--- src/rtl/seg_scan_driver.sv ---
// Four-digit common-anode seven-segment scanner stepped by rising edges of a
// slow, asynchronous scan clock, with anti-ghost blanking and per-frame digit capture.
module seg_scan_driver #(
    parameter int BLANK_CYCLES = 100
) (
    input  logic        clk,
    input  logic        rst,
    input  logic        scan_clk,
    input  logic        enable,
    input  logic [15:0] digits,
    input  logic [3:0]  dp_mask,
    input  logic        blank_lead,
    output logic [3:0]  an,
    output logic [6:0]  seg,
    output logic        dp
);

    localparam logic [15:0] BLANK_INIT = 16'(BLANK_CYCLES);

    logic        r_s1;
    logic        r_s2;
    logic        r_s3;
    logic [1:0]  r_idx;
    logic [15:0] r_blank_cnt;
    logic [15:0] r_snap;
    logic [3:0]  r_an;
    logic [6:0]  r_seg;
    logic        r_dp;

    logic        w_rise;
    logic [3:0]  w_nib;
    logic [6:0]  w_seg;
    logic        w_suppress;
    logic        w_dark;
    logic [3:0]  w_an_lit;

    assign w_rise   = r_s2 & ~r_s3;
    assign w_nib    = r_snap[{r_idx, 2'b00} +: 4];
    assign w_an_lit = ~(4'b0001 << r_idx);

    always_comb begin
        w_seg = 7'b0111111;
        case (w_nib)
            4'd0:    w_seg = 7'b1000000;
            4'd1:    w_seg = 7'b1111001;
            4'd2:    w_seg = 7'b0100100;
            4'd3:    w_seg = 7'b0110000;
            4'd4:    w_seg = 7'b0011001;
            4'd5:    w_seg = 7'b0010010;
            4'd6:    w_seg = 7'b0000010;
            4'd7:    w_seg = 7'b1111000;
            4'd8:    w_seg = 7'b0000000;
            4'd9:    w_seg = 7'b0010000;
            default: w_seg = 7'b0111111;
        endcase
    end

    // Dash codes (10..15) are non-zero, so they never count as leading zeros.
    always_comb begin
        w_suppress = 1'b0;
        if (blank_lead) begin
            if (r_idx == 2'd3)
                w_suppress = (r_snap[15:12] == 4'd0);
            else if (r_idx == 2'd2)
                w_suppress = (r_snap[15:12] == 4'd0) && (r_snap[11:8] == 4'd0);
        end
    end

    assign w_dark = (r_blank_cnt != 16'd0) | ~enable | w_suppress;

    always_ff @(posedge clk) begin
        if (!rst) begin
            r_s1        <= 1'b0;
            r_s2        <= 1'b0;
            r_s3        <= 1'b0;
            r_idx       <= 2'd0;
            r_blank_cnt <= 16'd0;
            r_snap      <= 16'h0000;
            r_an        <= 4'b1111;
            r_seg       <= 7'h7F;
            r_dp        <= 1'b1;
        end else begin
            r_s1 <= scan_clk;
            r_s2 <= r_s1;
            r_s3 <= r_s2;
            if (w_rise) begin
                // Capture the next frame exactly as the index wraps back to digit 0.
                if (r_idx == 2'd3)
                    r_snap <= digits;
                r_idx       <= r_idx + 2'd1;
                r_blank_cnt <= BLANK_INIT;
            end else if (r_blank_cnt != 16'd0) begin
                r_blank_cnt <= r_blank_cnt - 16'd1;
            end
            if (w_dark) begin
                r_an  <= 4'b1111;
                r_seg <= 7'h7F;
                r_dp  <= 1'b1;
            end else begin
                r_an  <= w_an_lit;
                r_seg <= w_seg;
                r_dp  <= ~dp_mask[r_idx];
            end
        end
    end

    assign an  = r_an;
    assign seg = r_seg;
    assign dp  = r_dp;

endmodule

--- config.mk ---
export PLATFORM = sky130hd
export DESIGN_NAME = seg_scan_driver
export DESIGN_NICKNAME = d
export VERILOG_FILES = /design/src/rtl/seg_scan_driver.sv
export SDC_FILE = /design/constraint.sdc
export NUM_CORES = 1
export LEC_CHECK = 0
export BUFFER_PORTS_ARGS = -buffer_cell sky130_fd_sc_hd__buf_2
export CAP_MARGIN = 20
export CORE_ASPECT_RATIO = 1.2
export CORE_MARGIN = 2
export CORE_UTILIZATION = 53
export DETAILED_ROUTE_END_ITERATION = 6
export GPL_TIMING_DRIVEN = 0
export PLACE_DENSITY = 0.76
export SYNTH_ARGS = -nofsm -noshare
export SYNTH_HDL_FRONTEND = slang
export SYNTH_SLANG_ARGS = --single-unit
export TNS_END_PERCENT = 10
--- constraint.sdc ---
create_clock -name clk -period 2.4 [get_ports clk]
set_input_delay 0.24 -clock clk [delete_from_list [all_inputs] [get_ports clk]]
set_output_delay 0.24 -clock clk [all_outputs]
set_load 0.05 [all_outputs]
Yosys cells after proc, flatten, opt, wreduce, memory -nomap -nowiden
Memories as Yosys holds them, arrays and structs flattened. A register that Yosys moved wholly into a read port is not among the register bits.
Index checks and enable logic that the tools add are counted.
- bits in registers: 42
- memories kept: 1
- logic and storage cells: 40
- ROM bits: 112
- memory list (name ; words ; bits a word ; read ports ; clocked after memory_dff ; wr ports ; RTL line ; source):
    (name not given) ; 16 ; 7 ; 1 ; 1 ; 0 ; 43 ; case (w_nib)
- bitwise gates (word level): 8
- shift-type cells: 2
- reductions and logical operators: 8
- order comparisons: 1
- add/subtract/negate cells: 2
- eq/ne operators: 2
- mux-type cells: 7
- operators by type and width (operator ; number):
    16-bit nonzero test ; 1
    16-bit by 5-bit variable part select with 4-bit output ; 1
    16-bit by 1-bit subtractor with 16-bit output (second input constant) ; 1
    7-bit 2-to-1 mux ; 2
    4-bit zero test ; 2
    2-bit == test (second input constant) ; 2
    1-bit 2-to-1 mux ; 4
    1-bit inverter ; 4
    4-bit inverter ; 1
    2-bit OR reduction ; 2
    1-bit by 2-bit left shift with 4-bit output (first input constant) ; 1
    2-bit by 3-bit < comparator with 1-bit output (second input constant) ; 1
    2-bit by 1-bit adder with 2-bit output (second input constant) ; 1
    1-bit binary-select mux with 2-bit select ; 1
    1-bit bitwise OR ; 2
    2-bit AND reduction ; 1
    2-bit nonzero test ; 1
    1-bit bitwise AND ; 1
    1-bit logical AND ; 1

Depth between registers and ports, before layout
Gate-level depths: netlist (run 1).
- depth in word-level cells: 7
- gate-level depth with buffers: 8
- mapped depth without buffers: 7

Worst setup path after synthesis (run 1)
OpenSTA, ideal clock, no wires.
- path type: reg2reg
- start: reg r_blank_cnt[10]
- end: reg r_blank_cnt[5]
- buffers on the path: 1
- required time: 2266 ps
- arrival time: 1837 ps
- setup time: 134 ps
- path slack: 429 ps
- stages on the path, launching flop included: 6
- cell sequence: dfxtp_1 > or4_4 > or4_4 > buf_6 > nor4_2 > nor4_1
- word-level cells in the longest chain between the ends: 2
- RTL lines (what ; RTL line ; source):
    from (decl) ; 24 ; logic [15:0] r_blank_cnt;
    from (signal assigned) ; 93 ; r_blank_cnt <= r_blank_cnt - 16'd1;
    16-bit nonzero test ; 92 ; end else if (r_blank_cnt != 16'd0) begin
    2-bit nonzero test (no source line) ; n/a ;
No other way between the ends.
A chain may end at the register's enable or synchronous reset.

Worst setup path in the final report (run 1)
- start: reg r_blank_cnt[10]
- end: reg r_seg[5] (netlist: seg[5])
- word-level cells in the longest chain between the ends: 4
- RTL lines (what ; RTL line ; source):
    16-bit nonzero test ; 69 ; assign w_dark = (r_blank_cnt != 16'd0) | ~enable | w_suppress;
    1-bit bitwise OR (2 in series) ; 69 ;
    2-bit OR reduction (no source line) ; n/a ;
    to (decl) ; 27 ; logic [6:0] r_seg;
No other way between the ends.

==> summary.txt, run 1 <==
status = finished clean
RSZ-0062 raised after global routing = false
Hold Vio Cnt, Final = 0
post-synth design cell area = 2260 um^2
CTS tree = yes
Port Buffer Count = 35
final antenna-violating net count = 0
CP arrival = 2.42 ns
Worst Setup EP = seg[5]$_SDFF_PP1_
post-synthesis cell count = 265
crit path from = r_blank_cnt[10]$_SDFFE_PP0P_
Peak Freq = 447 MHz
Worst-Margin Slew = 0.595 ns
clk sinks = 49
first-pass GRT wire length = 7730 um
DIE WIDTH = 63.7 um
Die Ht = 75.6 um
Via density = 5.45
fin area = 2650 um^2
Critical Path RT = 2.59 ns
pre-CTS WS = 0.100 ns
Placeable Area = 4200 um^2
H-tree depth = 2
setup ws final = 0.164 ns
Final min period = 2.24 ns
share of Yosys cell area claimed by the top area cell type = 0.433
Worst-path clk slew = 0.09 ns
MaxCap Viol Count = 0
Clk Latency, worst-skew pair = 0.30 ns
total number of vias = 1985
drt first-iter violations = 81
Max VDD drop = 0.000688 V
Post-Route Setup TNS = 0 ns
pin count of the biggest net entering global routing = 16
Final Cycle Share = 0.932
CP Class = register to register
YS warnings = 0
FF-to-FF End = seg[5]$_SDFF_PP1_
post-synth cell types = 39
syn_nets = 300
biggest area consumer among synthesized cells = dfxtp_1
GRT overflow = 0
Post-DP Area = 2510 um^2
ant diodes = 0
Setup Skew = 0.00506 ns
# setup viols final = 0
critical path fanouts, max = 10
power density over the cells = 1000 nW/um^2
vias in the first global route = 1756
fill cell count = 391
Leakage = 1.01 nW
Seq/Total Area, Yosys = 0.433
drc violations = 0
Post-Route WL = 4580 um
Pre-Repair DR Iteration Count = 5
area grow syn2layout = 17.0%
R2R setup slack = 0.16 ns
Reg2Reg Depth = 5
CP Capture Type = register
Setup Fix Bufs, Post-CTS = 0
initial antenna violation count = 0
largest cells by area after synthesis = dfxtp_1 43%, nand2_1 8.8%, a21oi_1 6.0%, ha_1 5.5%, mux4_2 5.0%
wire per inst = 12.6 um
headroom to the max-slew limit = 0.602
clock buffer count from CTS = 5
proportion of layout cells with a drive suffix above 1 = 0.185
std cell rows = 26
Die ar. = 4810 um^2
Crit Reg-Reg Startpoint = r_blank_cnt[10]$_SDFFE_PP0P_
final RePlAce weighted congestion = 0.884
hold_ws = 0.145 ns
clock tree buffer depth = 2
DP HPWL = 3450 um
Root Buffer Master = clkbuf_8
syn_area_per_cell = 8.54 um^2
FF+latch count, synth = 49
Nets = 342
io pins = 37
fin. max-slew vios = 0
Hold Path Class = primary input to register
Initial Util = 0.539
Setup crit start kind = register
total track usage = 0.204
==> worst max-delay path: stages, from the launching register on <==
cell and delay, ns:
dfxtp_1 0.36, or4_4 0.58, nor2_1 0.50, o2111a_1 0.35, buf_2 0.23, o21ai_0 0.11
==> area by class of cell <==
class / instances / area (um^2) / area share
Clock buffer: 5 / 68.8 / 0.0260
Multi-Input combinational cell: 187 / 1170 / 0.442
Buffer: 14 / 61.3 / 0.0232
Clock inverter: 3 / 65.1 / 0.0246
Tap cell: 56 / 70.1 / 0.0265
Sequential cell: 49 / 981 / 0.371
Timing Repair Buffer: 35 / 175 / 0.0662
Inverter: 15 / 56.3 / 0.0213
==> stage by stage <==
step	std cells	utilization	total power, W
after floorplan	265	-	0.00175
after global placement	356	0.598	0.00194
after detailed placement	356	0.598	0.00196
after CTS	364	0.630	0.00265
after global routing	364	0.631	0.00282
final	364	0.631	0.00265
==> layout by cell type, fill, tap and decap left out, types with 6 or more instances in the layout <==
master and instances:
clkbuf_1 12, ha_1 10, nor3_1 7, buf_2 36
inv_1 15, a21oi_1 27, and2_1 6, nor2_1 12
dfxtp_1 49, nor4_1 6, nand2_1 53, o21ai_0 10
nand3_1 6
==> state kept, by name (all words and copies together), names as in the netlist <==
name         count
r_snap          16
r_s1             1
an               4
dp               1
r_idx            2
r_s2             1
r_s3             1
r_blank_cnt     16
seg              7
==> report_power, final <==
part	internal [W]	switching (W)	total, W	leakage (nW)
logic	0.000350	0.000568	0.000918	0.547
clock network	0.000414	0.000268	0.000682	0.0681
registers	0.000936	0.000113	0.00105	0.398
total	0.00170	0.000949	0.00265	1.01
==> repair_timing <==
item                                    CTS  global route
endpoints found under the setup margin    0            10
hold buffers                              0             0
gates resized for setup                   0             1
==> metal layers <==
metal / part of all wire / GRT usage / wire length [um]
met1: 0.43 / 0.245 / 1970
met2: 0.50 / 0.367 / 2300
met3: 0.051 / 0.0443 / 232
met4: 0.015 / 0.0700 / 68
met5: 0 / 0 / 0
==> worst min-delay path by stage <==
stage / start / end / slack, ns / depth (start not counted)
global placement: r_s1$_SDFF_PN0_ / r_s2$_SDFF_PN0_ / 0.41 / 1
finish: scan_clk / r_s1$_SDFF_PN0_ / 0.15 / 2
CTS: scan_clk / r_s1$_SDFF_PN0_ / 0.13 / 2
detailed placement: r_s1$_SDFF_PN0_ / r_s2$_SDFF_PN0_ / 0.43 / 1
floorplan: scan_clk / r_s1$_SDFF_PN0_ / 0.37 / 1
global route: scan_clk / r_s1$_SDFF_PN0_ / 0.17 / 2
==> logic make-up (layout without fill, tap and decap cells) <==
kind of cell,count (synthesis),in the layout,synth area share
fa+ha+maj,10,10,0.0553
simple gates,113,113,0.244
buf+inv,29,72,0.0520
flops,49,49,0.433
compound gates,55,55,0.148
mux,9,9,0.0680
==> Yosys cell counts <==
| master | instances |
|---|---|
| a211o_1 | 2 |
| a211oi_1 | 4 |
| a21oi_1 | 27 |
| a311o_1 | 1 |
| a311oi_1 | 1 |
| a31oi_1 | 1 |
| a41o_1 | 2 |
| and2_1 | 6 |
| and3_1 | 4 |
| and4_1 | 1 |
| buf_2 | 1 |
| buf_6 | 1 |
| clkbuf_1 | 12 |
| dfxtp_1 | 49 |
| ha_1 | 10 |
| inv_1 | 15 |
| mux2_2 | 1 |
| mux2i_1 | 3 |
| mux4_2 | 5 |
| nand2_1 | 53 |
| nand2b_1 | 1 |
| nand3_1 | 6 |
| nor2_1 | 12 |
| nor2b_1 | 3 |
| nor3_1 | 8 |
| nor3b_1 | 1 |
| nor4_1 | 6 |
| nor4_2 | 1 |
| o2111a_1 | 1 |
| o211ai_1 | 1 |
| o21ai_0 | 10 |
| o21bai_1 | 1 |
| o22ai_1 | 1 |
| o31ai_1 | 2 |
| o41ai_1 | 1 |
| or2_2 | 2 |
| or3_1 | 3 |
| or4_1 | 4 |
| or4_4 | 2 |
Note: power is estimated with default switching activity, not from simulation.
==> run 2: changes to the inputs <==
- PLACE_DENSITY: 0.76 -> 0.8
==> summary.txt, run 2 (synthesis gave the netlist of run 1 again) <==
final antenna-violating net count = 0 (unchanged)
Peak Freq = 454 MHz (+1.5%)
std cell rows = 26 (unchanged)
Final min period = 2.20 ns (-0.0323 ns)
Post-Route WL = 4610 um (+0.72%)
most frequent cells in the layout = 53 x nand2_1, 49 x dfxtp_1, 36 x buf_2, 27 x a21oi_1, 15 x inv_1
total number of vias = 1973 (-0.60%)
CP Class = register to register
Setup Skew = 0.00935 ns (+0.00429 ns)
first-pass GRT wire length = 7430 um (-3.9%)
GRT overflow = 0 (unchanged)
headroom to the max-slew limit = 0.612 (+0.0101)
Nets = 342 (unchanged)
Worst-path clk slew = 0.08 ns (about the same)
Hold Path Class = primary input to register
ant diodes = 0 (unchanged)
Worst-Margin Slew = 0.580 ns (-0.0150 ns)
# setup viols final = 0 (unchanged)
Final Cycle Share = 0.918 (-0.0134)
clk sinks = 49 (unchanged)
critical path fanouts, max = 10 (unchanged)
DIE WIDTH = 63.7 um (unchanged)
CP arrival = 2.39 ns (-0.03 ns)
Crit Reg-Reg Startpoint = r_blank_cnt[10]$_SDFFE_PP0P_
Leakage = 0.990 nW (-2.3%)
Port Buffer Count = 35 (unchanged)
power density over the cells = 945 nW/um^2 (-5.6%)
post-layout util = 0.620 (-0.0113)
commonest non-fill, non-tap cell in the layout = nand2_1
hold_buf cts = 0 (unchanged)
setup ws final = 0.197 ns (+0.0323 ns)
Placeable Area = 4200 um^2 (unchanged)
CP Capture Type = register
Via density = 5.44 (-0.33%)
Clk Latency, worst-skew pair = 0.30 ns (about the same)
Die Ht = 75.6 um (unchanged)
drt first-iter violations = 124 (+53%)
Setup crit start kind = register
Max VDD drop = 0.000714 V (+3.8%)
total track usage = 0.201 (-0.00301)
pre-CTS WS = 0.0764 ns (-0.0238 ns)
H-tree depth = 2 (unchanged)
clock buffer count from CTS = 5 (unchanged)
Post-Route Setup TNS = 0 ns (unchanged)
DP HPWL = 3470 um (+0.36%)
R2R setup slack = 0.20 ns (+0.03 ns)
MaxCap Viol Count = 0 (unchanged)
status = finished clean
CTS tree = yes
Die ar. = 4810 um^2 (unchanged)
Hold Vio Cnt, Final = 0 (unchanged)
RSZ-0062 raised after global routing = true
drc violations = 0 (unchanged)
vias in the first global route = 1695 (-3.5%)
area grow syn2layout = 14.9%
crit path from = r_blank_cnt[10]$_SDFFE_PP0P_
Root Buffer Master = clkbuf_8
final RePlAce weighted congestion = 0.868 (-1.9%)
wire per inst = 12.7 um (+1.0%)
clock tree buffer depth = 2 (unchanged)
FF-to-FF End = seg[6]$_SDFF_PP1_
Critical Path RT = 2.58 ns (about the same)
Pre-Repair DR Iteration Count = 4 (-1)
Initial Util = 0.539 (unchanged)
initial antenna violation count = 0 (unchanged)
io pins = 37 (unchanged)
proportion of layout cells with a drive suffix above 1 = 0.179 (-0.00591)
Worst Setup EP = seg[6]$_SDFF_PP1_
fin. max-slew vios = 0 (unchanged)
pin count of the biggest net entering global routing = 14 (-2)
Reg2Reg Depth = 5 (unchanged)
run 2: worst min-delay path by stage:
stage                     from              end  slack (ns)  depth (start not counted)
2_1_floorplan         scan_clk  r_s1$_SDFF_PN0_        0.37                          1
3_3_place_gp   r_s1$_SDFF_PN0_  r_s2$_SDFF_PN0_        0.41                          1
3_5_place_dp   r_s1$_SDFF_PN0_  r_s2$_SDFF_PN0_        0.42                          1
4_1_cts               scan_clk  r_s1$_SDFF_PN0_        0.14                          2
5_1_grt               scan_clk  r_s1$_SDFF_PN0_        0.14                          2
6_report              scan_clk  r_s1$_SDFF_PN0_        0.15                          2
run 2: metal layers:
| metal | routed length (um) | up-vias | track usage |
|---|---|---|---|
| met5 | 0 | - | 0 |
| met2 | 2230 | 53 | 0.345 |
| met1 | 2050 | 903 | 0.239 |
| met3 | 209 | 13 | 0.0502 |
| li1 | - | 1004 | - |
| met4 | 120 | 0 | 0.0990 |
run 2: metrics by stage:
step	hold slack (ns)	area [um^2]	total power (W)	cells
2_1_floorplan	0.367	2260	0.00175	265
5_1_grt	0.138	2600	0.00260	363
6_report	0.147	2600	0.00246	363
4_1_cts	0.141	2590	0.00245	363
3_5_place_dp	0.421	2510	0.00196	356
3_3_place_gp	0.413	2510	0.00194	356
run 2: area by class of cell:
class	instances	area, um^2
plain buffers	14	61.3
clock buffers	7	86.3
fillers	365	1600
inverters	15	56.3
multi-input cells	187	1170
flip-flops and latches	49	981
well taps	56	70.1
repair buffers	35	175
run 2: power by group:
part,internal [W],switching [W],total (W)
Clock,0.000229,0.000263,0.000492
Combinational,0.000349,0.000564,0.000912
Sequential,0.000936,0.000116,0.00105
Total,0.00151,0.000943,0.00246
run 2: critical path, stage by stage, from the launching register on:
cell,delay [ns]
dfxtp_1,0.37
or4_4,0.59
nor2_1,0.49
o2111a_1,0.33
buf_2,0.21
o21ai_0,0.10
run 2: repair_timing:
action,CTS,global route
setup buffers,0,0
setup endpoints to repair,0,11
resized for setup,0,1
==> run 3: changes to the inputs <==
- CELL_PAD_IN_SITES_DETAIL_PLACEMENT: not set -> 0
- CELL_PAD_IN_SITES_GLOBAL_PLACEMENT: not set -> 1
- CORE_UTILIZATION: 53 -> 37
- PLACE_DENSITY: 0.8 -> 0.78
- SLEW_MARGIN: not set -> 20
- clock period: 2.4 -> 2 ns (I/O delays scaled with it)
==> summary.txt, run 3 (synthesis gave the netlist of run 1 again) <==
final RePlAce weighted congestion = 0.801 (-7.7%)
Port Buffer Count = 35 (unchanged)
initial antenna violation count = 0 (unchanged)
H-tree depth = 2 (unchanged)
Worst-path clk slew = 0.09 ns (about the same)
multi-input logic area = 1220 um^2 (+4.0%)
total number of vias = 1964 (-0.46%)
Die Ht = 89.7 um (+19%)
Setup crit start kind = register
first-pass GRT wire length = 8110 um (+9.2%)
power density over the cells = 1170 nW/um^2 (+24%)
Hold Vio Cnt, Final = 0 (unchanged)
critical path fanouts, max = 6 (-4)
fill cell count = 630 (+73%)
Via density = 5.01 (-7.8%)
most frequent cells in the layout = 53 x nand2_1, 44 x dfxtp_1, 35 x buf_2, 27 x a21oi_1, 15 x inv_1
drt first-iter violations = 46 (-63%)
Final min period = 2.02 ns (-0.184 ns)
Pre-Repair DR Iteration Count = 4 (unchanged)
fin. max-slew vios = 0 (unchanged)
headroom to the max-slew limit = 0.672 (+0.0596)
Root Buffer Master = clkbuf_8
CP arrival = 2.24 ns (-0.15 ns)
Worst-Margin Slew = 0.493 ns (-0.0873 ns)
final antenna-violating net count = 0 (unchanged)
clock buffer count from CTS = 5 (unchanged)
hold_ws = 0.0887 ns (-0.0588 ns)
Peak Freq = 495 MHz (+9.1%)
setup ws final = -0.0193 ns (-0.216 ns)
wire per inst = 12.9 um (+1.3%)
Leakage = 1.01 nW (+2.4%)
proportion of layout cells with a drive suffix above 1 = 0.235 (+0.0563)
failing checks = negative setup slack
Post-DP Area = 2540 um^2 (+1.3%)
final std cells w/o fill = 392 (+8.0%)
Clk Latency, worst-skew pair = 0.31 ns (about the same)
area grow syn2layout = 19.9%
Max VDD drop = 0.000869 V (+22%)
drc violations = 0 (unchanged)
clock tree buffer depth = 2 (unchanged)
DIE WIDTH = 75.4 um (+18%)
CP Class = register to register
pin count of the biggest net entering global routing = 17 (+3)
Die ar. = 6760 um^2 (+41%)
Final Cycle Share = 1.01 (+0.0915)
Placeable Area = 5970 um^2 (+42%)
CP Capture Type = register
DP HPWL = 3600 um (+3.8%)
Hold Path Class = primary input to register
Initial Util = 0.379 (-0.160)
# setup viols final = 1 (+1)
ant diodes = 0 (unchanged)
std cell rows = 31 (+19%)
Inst Count DP = 382 (+7.3%)
status = finished with violations
Nets = 344 (+0.58%)
GRT overflow = 0 (unchanged)
io pins = 37 (unchanged)
Reg area = 987 um^2 (+0.64%)
vias in the first global route = 1802 (+6.3%)
CTS tree = yes
Critical Path RT = 2.23 ns (-0.35 ns)
RSZ-0062 raised after global routing = true
Post-Route WL = 5050 um (+9.4%)
clk sinks = 49 (unchanged)
commonest non-fill, non-tap cell in the layout = nand2_1
fin area = 2710 um^2 (+4.4%)
Setup Skew = 0.0129 ns (+0.00353 ns)
MaxCap Viol Count = 0 (unchanged)
total track usage = 0.157 (-0.0442)
-- run 3: worst max-delay path, stage by stage, from the launching register on --
cell	delay, ns
dfxtp_2	0.34
or4_4	0.55
or4_4	0.52
buf_6	0.15
a311o_1	0.31
o31ai_1	0.06
-- run 3: final cells by class --
| type | count | area share |
|---|---|---|
| plain buffers | 14 | 0.0263 |
| clock buffers | 5 | 0.0254 |
| clock inverters | 3 | 0.00784 |
| inverters | 15 | 0.0207 |
| multi-input cells | 187 | 0.448 |
| flip-flops and latches | 49 | 0.364 |
| well taps | 82 | 0.0378 |
| repair buffers | 37 | 0.0701 |
-- run 3: repair_timing --
item,CTS,global route
endpoints found under the setup margin,16,18
hold buffers,0,0
buffers inserted,1,1
cloned,0,0
pin swaps,1,2
gates resized for setup,11,11
-- run 3: worst paths after layout --
kind,startpoint,end,slack [ns],depth (start not counted)
worst max register to register,r_blank_cnt[13]$_SDFFE_PP0P_,r_blank_cnt[11]$_SDFFE_PP0P_,-0.02,5
worst max-delay path,r_blank_cnt[13]$_SDFFE_PP0P_,r_blank_cnt[11]$_SDFFE_PP0P_,-0.02,5
worst min-delay path,scan_clk,r_s1$_SDFF_PN0_,0.09,2
worst min register to register,r_s1$_SDFF_PN0_,r_s2$_SDFF_PN0_,0.44,1
-- run 3: power by group --
part	switching, W	internal (W)
registers	0.000155	0.00113
clock network	0.000354	0.000249
logic	0.000748	0.000532
total	0.00126	0.00191
-- run 3: per-layer routing --
layer  vias up  routed length [um]  GRT usage
met5         -                   0          0
met4         0                  65     0.0638
met3         7                 219     0.0391
met2        36                2350      0.251
met1       908                2410      0.201
li1       1013                   -          -
-- run 3: stage by stage --
step                      setup WS (ns)  utilization  TNS [ns]  total power [W]
after floorplan                  0.0291            -         0          0.00210
after global routing            -0.0438        0.454   -0.0793          0.00338
final                           -0.0193        0.454   -0.0193          0.00317
after CTS                       -0.0113        0.448   -0.0113          0.00308
after global placement           -0.300        0.425     -3.13          0.00235
after detailed placement         -0.310        0.425     -3.20          0.00235
